--- src/rtl/spi_pkg.sv ---
// Shared types and defaults for the two-port SPI master sequencer.
package spi_pkg;

  localparam int unsigned FRAME_W_DEF = 10;
  localparam int unsigned DATA_W_DEF  = 8;
  localparam int unsigned CNT_W       = 4;

  typedef enum logic [1:0] {
    CMD_WR_ADDR = 2'b00,
    CMD_WR_DATA = 2'b01,
    CMD_RD_ADDR = 2'b10,
    CMD_RD_DATA = 2'b11
  } cmd_e;

  typedef enum logic [2:0] {
    ST_IDLE,
    ST_SEL,
    ST_CMD,
    ST_SHIFT,
    ST_WAIT,
    ST_RECV,
    ST_GAP
  } state_e;

endpackage

--- src/rtl/spi_master_arb_rr_arb2.sv ---
// Two-way round-robin arbiter with last-grant pointer.
// Optional read-address lock when SPI_ARB_LOCK_EN is defined.
module rr_arb2
  import spi_pkg::*;
(
  input  logic       clk,
  input  logic       rst_n,
  input  logic [1:0] req,
  input  logic       take,
  input  logic       lock_set,
  input  logic       lock_clr,
  output logic [1:0] grant_c
);

  logic       last;
  logic [1:0] req_eff;

`ifdef SPI_ARB_LOCK_EN
  logic locked;
  logic owner;

  // While locked only the owner may be granted.
  always_comb begin
    req_eff = req;
    if (locked) req_eff = owner ? (req & 2'b10) : (req & 2'b01);
  end

  always_ff @(posedge clk or negedge rst_n) begin
    if (!rst_n) begin
      locked <= 1'b0;
      owner  <= 1'b0;
    end else if (lock_clr) begin
      locked <= 1'b0;
    end else if (take && lock_set && |grant_c) begin
      locked <= 1'b1;
      owner  <= grant_c[1];
    end
  end
`else
  logic unused_lock;
  assign unused_lock = lock_set ^ lock_clr;
  assign req_eff     = req;
`endif

  always_comb begin
    grant_c = 2'b00;
    case (req_eff)
      2'b01:   grant_c = 2'b01;
      2'b10:   grant_c = 2'b10;
      2'b11:   grant_c = last ? 2'b01 : 2'b10;
      default: grant_c = 2'b00;
    endcase
  end

  // last=1 after reset so requester 0 wins the first tie.
  always_ff @(posedge clk or negedge rst_n) begin
    if (!rst_n)                 last <= 1'b1;
    else if (take && |grant_c)  last <= grant_c[1];
  end

endmodule

--- src/rtl/spi_master_arb.sv ---
// SPI master sequencer sharing one slave link between two requesters.
// Define SPI_ARB_LOCK_EN to keep read-address/read-data pairs atomic per requester.
module spi_master_arb
  import spi_pkg::*;
#(
  parameter int unsigned FRAME_W  = FRAME_W_DEF,
  parameter int unsigned DATA_W   = DATA_W_DEF,
  parameter int unsigned MISO_DLY = 2,
  parameter int unsigned GAP      = 1
) (
  input  logic               clk,
  input  logic               rst_n,
  input  logic [1:0]         req,
  input  logic [FRAME_W-1:0] frame0,
  input  logic [FRAME_W-1:0] frame1,
  output logic [1:0]         gnt,
  output logic               busy,
  output logic               done,
  output logic               done_id,
  output logic               rd_valid,
  output logic [DATA_W-1:0]  rd_data,
  output logic               SS_n,
  output logic               MOSI,
  input  logic               MISO
);

  state_e             state;
  logic [CNT_W-1:0]   cnt;
  logic               id;
  logic [FRAME_W-1:0] frm;
  logic [FRAME_W-1:0] sr;
  logic [DATA_W-2:0]  rx;

  logic [1:0]         grant_c;
  logic               take_c;
  logic [FRAME_W-1:0] sel_frame_c;
  logic               lock_set_c;
  logic               lock_clr_c;
  logic               is_rd_data_c;

  assign take_c       = (state == ST_IDLE) && |grant_c;
  assign sel_frame_c  = grant_c[1] ? frame1 : frame0;
  assign lock_set_c   = cmd_e'(sel_frame_c[FRAME_W-1 -: 2]) == CMD_RD_ADDR;
  assign lock_clr_c   = (state == ST_RECV) && (cnt == CNT_W'(DATA_W - 1));
  assign is_rd_data_c = cmd_e'(frm[FRAME_W-1 -: 2]) == CMD_RD_DATA;

  rr_arb2 u_arb (
    .clk      (clk),
    .rst_n    (rst_n),
    .req      (req),
    .take     (take_c),
    .lock_set (lock_set_c),
    .lock_clr (lock_clr_c),
    .grant_c  (grant_c)
  );

  // Frame sequencer; every output is registered on the transition into its state.
  always_ff @(posedge clk or negedge rst_n) begin
    if (!rst_n) begin
      state    <= ST_IDLE;
      cnt      <= '0;
      id       <= 1'b0;
      frm      <= '0;
      sr       <= '0;
      rx       <= '0;
      gnt      <= 2'b00;
      busy     <= 1'b0;
      done     <= 1'b0;
      done_id  <= 1'b0;
      rd_valid <= 1'b0;
      rd_data  <= '0;
      SS_n     <= 1'b1;
      MOSI     <= 1'b0;
    end else begin
      gnt      <= 2'b00;
      done     <= 1'b0;
      rd_valid <= 1'b0;
      cnt      <= cnt + CNT_W'(1);
      case (state)
        ST_IDLE: begin
          cnt <= '0;
          if (take_c) begin
            state <= ST_SEL;
            gnt   <= grant_c;
            id    <= grant_c[1];
            frm   <= sel_frame_c;
            SS_n  <= 1'b0;
            MOSI  <= 1'b0;
            busy  <= 1'b1;
          end
        end
        ST_SEL: begin
          state <= ST_CMD;
          cnt   <= '0;
          MOSI  <= frm[FRAME_W-1];
        end
        ST_CMD: begin
          state <= ST_SHIFT;
          cnt   <= '0;
          MOSI  <= frm[FRAME_W-1];
          sr    <= {frm[FRAME_W-2:0], 1'b0};
        end
        ST_SHIFT: begin
          if (cnt == CNT_W'(FRAME_W - 1)) begin
            cnt  <= '0;
            MOSI <= 1'b0;
            if (is_rd_data_c) begin
              state <= ST_WAIT;
            end else begin
              state   <= ST_GAP;
              SS_n    <= 1'b1;
              done    <= 1'b1;
              done_id <= id;
            end
          end else begin
            MOSI <= sr[FRAME_W-1];
            sr   <= {sr[FRAME_W-2:0], 1'b0};
          end
        end
        ST_WAIT: begin
          if (cnt == CNT_W'(MISO_DLY - 1)) begin
            state <= ST_RECV;
            cnt   <= '0;
          end
        end
        ST_RECV: begin
          rx <= {rx[DATA_W-3:0], MISO};
          if (cnt == CNT_W'(DATA_W - 1)) begin
            state    <= ST_GAP;
            cnt      <= '0;
            SS_n     <= 1'b1;
            done     <= 1'b1;
            done_id  <= id;
            rd_valid <= 1'b1;
            rd_data  <= {rx, MISO};
          end
        end
        ST_GAP: begin
          if (cnt == CNT_W'(GAP - 1)) begin
            state <= ST_IDLE;
            cnt   <= '0;
            busy  <= 1'b0;
          end
        end
        default: state <= ST_IDLE;
      endcase
    end
  end

endmodule

--- config.mk ---
export PLATFORM = sky130hd
export DESIGN_NAME = spi_master_arb
export DESIGN_NICKNAME = d
export VERILOG_FILES = /design/src/rtl/spi_pkg.sv /design/src/rtl/spi_master_arb_rr_arb2.sv /design/src/rtl/spi_master_arb.sv
export SDC_FILE = /design/constraint.sdc
export NUM_CORES = 1
export LEC_CHECK = 0
export BUFFER_PORTS_ARGS = -buffer_cell sky130_fd_sc_hd__buf_2
export CAP_MARGIN = 20
export CORE_MARGIN = 2
export CORE_UTILIZATION = 40
export CTS_CLUSTER_SIZE = 20
export DETAILED_ROUTE_END_ITERATION = 8
export SYNTH_ARGS = -nofsm -noshare
export SYNTH_HDL_FRONTEND = slang
export SYNTH_SLANG_ARGS = --single-unit
--- constraint.sdc ---
create_clock -name clk -period 3.48 [get_ports clk]
set_input_delay 0.174 -clock clk [delete_from_list [all_inputs] [get_ports clk]]
set_output_delay 0.174 -clock clk [all_outputs]
set_load 0.05 [all_outputs]
# Yosys cells after proc, flatten, opt, wreduce, memory -nomap -nowiden
# Cells that the tools add are included.
# Widths: inputs -> output; s select.
# word_totals
ff_bits	52
elab_cells	94
# classes
addsub	1
n_eq_ne	20
mux	38
reduce_logical	20
# ops
cell	count
$pmux 3 s7	1
$mux 10	2
$pmux 10 s2	1
$pmux 4 s5	1
$mux 4	4
$mux 3	5
$mux 1	14
$ne 2x2->1 const B	5
$reduce_and 5->1	2
$eq 3x3->1 const B	3
$mux 2	4
$reduce_and 2->1	4
$eq 2x2->1 const B	3
$eq 3x2->1 const B	2
$pmux 1 s2	3
$pmux 1 s3	2
$pmux 2 s3	1
$reduce_bool 2->1	3
$reduce_bool 3->1	2
$add 4x1->4 const B	1
$eq 4x1->1 const B	1
$eq 4x3->1 const B	1
$eq 4x4->1 const B	1
$logic_not 4->1	1
9 further kinds	12

# Logic depth before layout (Yosys ltp)
# logic_depth
ltp_word	6
ltp_mapped	8
ltp_nobuf	7

# Cells and area by module
# From an unflattened synthesis, not the netlist that was laid out.
# unflattened
hier_cells	206
hier_area_um2	2538.7
# modules_own_cells
module	n_inst	cells_per_inst	area_per_inst_um2	seq_area_each_um2
spi_master_arb	1	200	2482.4	1252.5
rr_arb2	1	6	56.3	26.3

# Least setup slack after synthesis
# Ideal clock, no wire load.
# synth_timing
path_kind	reg-to-reg
startpoint	reg cnt[1]
endpoint	reg done_id
setup_ns	0.128
t_arrival_ns	1.566
slack_ns	1.787
stages_incl_launch_ff	8
n_path_buf	0
cell_sequence	dfrtp_1 inv_1 ha_1 nor2b_1 nand2_1 a211o_1 o21ai_2 mux2_1
# synth_via
elab_chain_cells	3
# synth_rtl
element	line_no	source
start: declaration	spi_master_arb.sv:28	logic [CNT_W-1:0] cnt;
start signal: assignment	spi_master_arb.sv:78	cnt <= cnt + CNT_W'(1);
$eq 4x4->1 / $eq 4x3->1 (equally long branches)	spi_master_arb.sv:104, spi_master_arb.sv:128	
$ne 2x2->1 (no source line) / $ne 2x1->1 (equally long branches)	-	
$reduce_and 4->1 (no source line) *	-	
end signal: assignment	spi_master_arb.sv:113	done_id <= id;
end signal: assignment	spi_master_arb.sv:133	done_id <= id;
end: declaration	spi_master_arb.sv:19	output logic done_id,
# Every way passes the cells marked *; elsewhere a longest branch is shown, timed or not.
# A chain may end at the register's enable or synchronous reset.

# Worst setup path after layout
# layout_timing
startpoint	reg state[1]
endpoint	reg done_id
# layout_via
elab_chain_cells	3
# layout_rtl
element	line_no	source
start: declaration	spi_master_arb.sv:27	state_e state;
start signal: assignment	spi_master_arb.sv:60	state <= ST_IDLE;
start signal: assignment	spi_master_arb.sv:83	state <= ST_SEL;
start signal: assignment	spi_master_arb.sv:93	state <= ST_CMD;
$eq 3x2->1 / $eq 3x3->1 (equally long branches)	spi_master_arb.sv:79	case (state)
$ne 2x2->1 (no source line), or another cell as far along	-	
$reduce_and 4->1 (no source line)	-	
# Parallel ways exist; a longest one is shown, timed or not.

==> parameters.txt <==
Parameter                              Value

Detailed routing
  Number of remaining DRC errors ... 0
  Vias ... 1583
  First-pass iteration count of the detailed router ... 4
  Number of nets with antenna violations after routing ... 0
  Number of DRC markers after the initial detailed-route iteration ... 103
  Routed length per instance ... 14.5 um
  Via-to-Cell Ratio ... 5.14
  Detailed-route wire length ... 4.47 mm

Clock tree
  Clock insertion delay at the later pin of the skew report ... 0.30 ns
  Post-cts gate resize count ... 0
  Worst-path clk slew ... 0.09 ns
  Cts bufs inserted ... 5
  Clock tree from TritonCTS ... built
  CTS sink cnt ... 51
  CTS max path bufs ... 2
  Clock root cell ... sky130_fd_sc_hd__clkbuf_8
  H-tree depth reported by CTS ... 2

Yosys
  Yosys warns ... 0
  Cell types with the largest area share after synthesis ... sky130_fd_sc_hd__dfrtp_1, sky130_fd_sc_hd__mux2_2, sky130_fd_sc_hd__o221a_2, sky130_fd_sc_hd__mux2i_1, sky130_fd_sc_hd__nand2_1
  Post-synth top area share ... 0.526
  Syn_nets ... 222
  Share of synthesized registers carrying an async set or reset ... 1.00
  Summed instance area of the synthesized netlist ... 0.00233 mm^2
  Post-synthesis average cell area ... 12.0 um^2
  Post-synth top flop ... sky130_fd_sc_hd__dfrtp_1
  Post-synth cell types ... 45
  Post-synthesis sequential area ratio ... 0.548
  Number of synthesized flops with an enable pin ... 0
  Cell type with the highest aggregate area in the netlist ... sky130_fd_sc_hd__dfrtp_1
  Cell count after synthesis ... 194
  #FFs+latches synth ... 51

Global routing
  Final global-route overflow total ... 0
  Total track usage ... 0.155
  Pin count of the biggest net entering global routing ... 29
  Initial antenna violation count ... 0
  Number of global-route vias before repair ... 1573
  Wire length of the first global-routing pass ... 7.65 mm

Critical path
  Launching point of the worst reg2reg path ... state[1]$_DFFE_PN0P_
  Cell class contributing the biggest share of worst-path delay ... simple AND/OR/NAND/NOR gates
  R2r setup slk ... 1.24 ns
  Sequence of cells on the critical path ... nor2b_4 -> nand2_1 -> a211o_1 -> o21ai_2 -> mux2_1
  Signal arrival time at the worst endpoint ... 2.43 ns
  Slowest cell on the critical path ... sky130_fd_sc_hd__dfrtp_1
  Type of element launching the critical path ... register
  RR Endpoint ... done_id$_DFFE_PN0P_
  Required time reported for the critical path endpoint ... 3.67 ns
  Crit. End Element ... register
  Setup Crit Path Kind ... reg -> reg
  Depth of the worst register-to-register path ... 5
  Worst Path Buf+Inv ... 0
  Longest individual stage delay on the worst path ... 0.62 ns
  Maximum fanout along the worst path ... 14

Pwr
  Sw frac ... 0.375
  Largest vdd supply drop ... 0.467 mV
  Internal Pwr Total ... 1.41 mW
  Clk network pwr share ... 0.188
  Switch Pwr ... 0.845 mW
  Power share of the combinational group ... 0.377
  Power per Cell Area ... 828 mW/mm^2
  Reg power frac ... 0.435
  Leakage component of the power ... 1.32 nW

Hold path
  Hold path startpoint ... MISO
  Type of the tightest min-delay check ... in -> reg
  Number of cells traversed by the worst hold path ... 2
  Capture endpoint of the worst hold path ... rx[0]$_DFFE_PN0P_

Die
  Standard-cell row count ... 27
  Die area ... 0.00646 mm^2
  Die span in y ... 80.4 um
  Std-Cell Core Area ... 0.00557 mm^2
  Horiz. Die Dim ... 80.4 um
  Number of top-level pins ... 41
  Initial cell density of the core ... 0.418

STA
  RSZ-0062 raised after global routing ... no
  Final Hold Vio Count ... 0
  Max-Slew Margin vs Limit ... 0.479
  Fin. max-slew vios ... 0
  Final-report setup violation count ... 0
  Shortest period the worst path allows ... 2.24 ns
  Part of the cycle the worst path needs ... 0.644
  Peak Freq ... 446 MHz
  Sum of negative setup slack ... 0 ns
  Max Clock Skew ... 0.00739 ns
  Pin slew with the least headroom to its limit ... 0.780 ns

Cells and area
  Flip-flop and latch area ... 0.00128 mm^2
  Synthesis-to-layout area growth ... 16.7%
  Layout cells sized above 1 ... 0.369
  Number of inserted diodes ... 0
  Post-route core utilization ... 0.488
  Multi-input gate area in the final layout ... 987 um^2
  Nets ... 263
  Fill cell count ... 512

Job
  Max-Cap Viols ... 0

Place
  Half-perimeter wire length after detailed placement ... 3.20 mm
  Number of buffers added on ports ... 40
  Routability Congestion ... 0.847

Run status
  Status ... complete, no violations
-- worst max-delay path by stage --
stage                    startpoint  depth (start not counted)             endpoint
4_1_cts        state[1]$_DFFE_PN0P_                          5  done_id$_DFFE_PN0P_
5_1_grt        state[1]$_DFFE_PN0P_                          5  done_id$_DFFE_PN0P_
6_report       state[1]$_DFFE_PN0P_                          5  done_id$_DFFE_PN0P_
3_5_place_dp   state[1]$_DFFE_PN0P_                          5  done_id$_DFFE_PN0P_
3_3_place_gp   state[1]$_DFFE_PN0P_                          5  done_id$_DFFE_PN0P_
2_1_floorplan      cnt[1]$_DFF_PN0_                          7  done_id$_DFFE_PN0P_
-- what timing repair did --
action,CTS,global route
hold endpoints to repair,23,0
buffers inserted,0,0
hold buffers,1,0
-- stage by stage --
step / instances / area, um^2 / hold WS [ns] / total power, mW / worst slack, ns
after floorplan: 194 / 2330 / -0.122 / 1.67 / 1.79
after detailed placement: 299 / 2590 / 0.189 / 1.85 / 1.25
final: 308 / 2720 / 0.114 / 2.25 / 1.24
after global placement: 299 / 2590 / 0.192 / 1.83 / 1.32
after global routing: 308 / 2720 / 0.108 / 2.43 / 1.05
after CTS: 308 / 2720 / 0.100 / 2.28 / 1.22
-- cells in the mapped netlist, types with 2 or more instances --
master                     count
sky130_fd_sc_hd__nor2b_1       4
sky130_fd_sc_hd__o21ai_0      12
sky130_fd_sc_hd__nor3_1        2
sky130_fd_sc_hd__mux2i_1       8
sky130_fd_sc_hd__o21ai_2       2
sky130_fd_sc_hd__a21oi_1       5
sky130_fd_sc_hd__ha_1          3
sky130_fd_sc_hd__inv_1         6
sky130_fd_sc_hd__o221a_2      10
sky130_fd_sc_hd__xor2_1        2
sky130_fd_sc_hd__mux2_2       15
sky130_fd_sc_hd__or3_1        10
sky130_fd_sc_hd__nor2_1        7
sky130_fd_sc_hd__buf_2         2
sky130_fd_sc_hd__clkbuf_1      6
sky130_fd_sc_hd__nand2_1      18
sky130_fd_sc_hd__dfstp_2       2
sky130_fd_sc_hd__dfrtp_1      49
sky130_fd_sc_hd__nand3_1       3
sky130_fd_sc_hd__nand2b_1      3
-- cells by family (layout without fill, tap and decap cells) --
group | Yosys count | count (layout) | share of synthesized area
buf+inv | 15 | 57 | 0.0284
xor+xnor | 3 | 3 | 0.0113
compound gates | 45 | 45 | 0.157
fa+ha+maj | 3 | 3 | 0.0161
mux | 24 | 24 | 0.112
flops | 51 | 51 | 0.548
simple gates | 53 | 53 | 0.127
-- flip-flops by register name, summed over array words and instances, names as in the netlist, 2 cells and up --
register / cells
state: 3
cnt: 4
gnt: 2
rx: 7
sr: 9
rd_data: 8
frm: 10
-- cell type report --
type                    instances  area share
well taps                      72      0.0331
inverters                       6     0.00828
repair buffers                 43      0.0828
flip-flops and latches         51       0.470
clock inverters                 2      0.0129
multi-input cells             128       0.363
clock buffers                   6      0.0303
-- cell usage in the layout (no fill, tap or decap), types with 2 or more instances in the layout --
master	netlist	routed
sky130_fd_sc_hd__nand3_1	3	3
sky130_fd_sc_hd__dfstp_2	2	2
sky130_fd_sc_hd__clkbuf_8	0	6
sky130_fd_sc_hd__buf_2	2	40
sky130_fd_sc_hd__o21ai_2	2	2
sky130_fd_sc_hd__dfrtp_1	49	49
sky130_fd_sc_hd__nor2b_1	4	4
sky130_fd_sc_hd__mux2_2	15	15
sky130_fd_sc_hd__buf_4	0	2
sky130_fd_sc_hd__nor2_1	7	7
sky130_fd_sc_hd__nand2_1	18	18
sky130_fd_sc_hd__xor2_1	2	2
sky130_fd_sc_hd__or3_1	10	10
sky130_fd_sc_hd__o21ai_0	12	12
sky130_fd_sc_hd__o221a_2	10	10
sky130_fd_sc_hd__ha_1	3	3
sky130_fd_sc_hd__a21oi_1	5	5
sky130_fd_sc_hd__inv_1	6	6
sky130_fd_sc_hd__nand2b_1	3	3
sky130_fd_sc_hd__nor3_1	2	2
sky130_fd_sc_hd__mux2i_1	8	8
-- power by group through the flow --
| stage | combinational, mW | sequential (mW) | clock, mW |
|---|---|---|---|
| after floorplan | 0.685 | 0.983 | 0 |
| after global placement | 0.839 | 0.992 | 0 |
| after detailed placement | 0.853 | 0.995 | 0 |
| after CTS | 0.861 | 0.981 | 0.439 |
| after global routing | 0.957 | 1.01 | 0.460 |
| final | 0.849 | 0.980 | 0.425 |
-- routing by layer --
| layer | GRT usage | wire (um) | up-vias |
|---|---|---|---|
| met5 | 0 | 0 | - |
| met4 | 0.0661 | 60 | 0 |
| met3 | 0.0360 | 145 | 6 |
| met2 | 0.223 | 2050 | 29 |
| met1 | 0.225 | 2220 | 762 |
| li1 | - | - | 786 |
No activity file was read; power rests on OpenSTA's default activity.
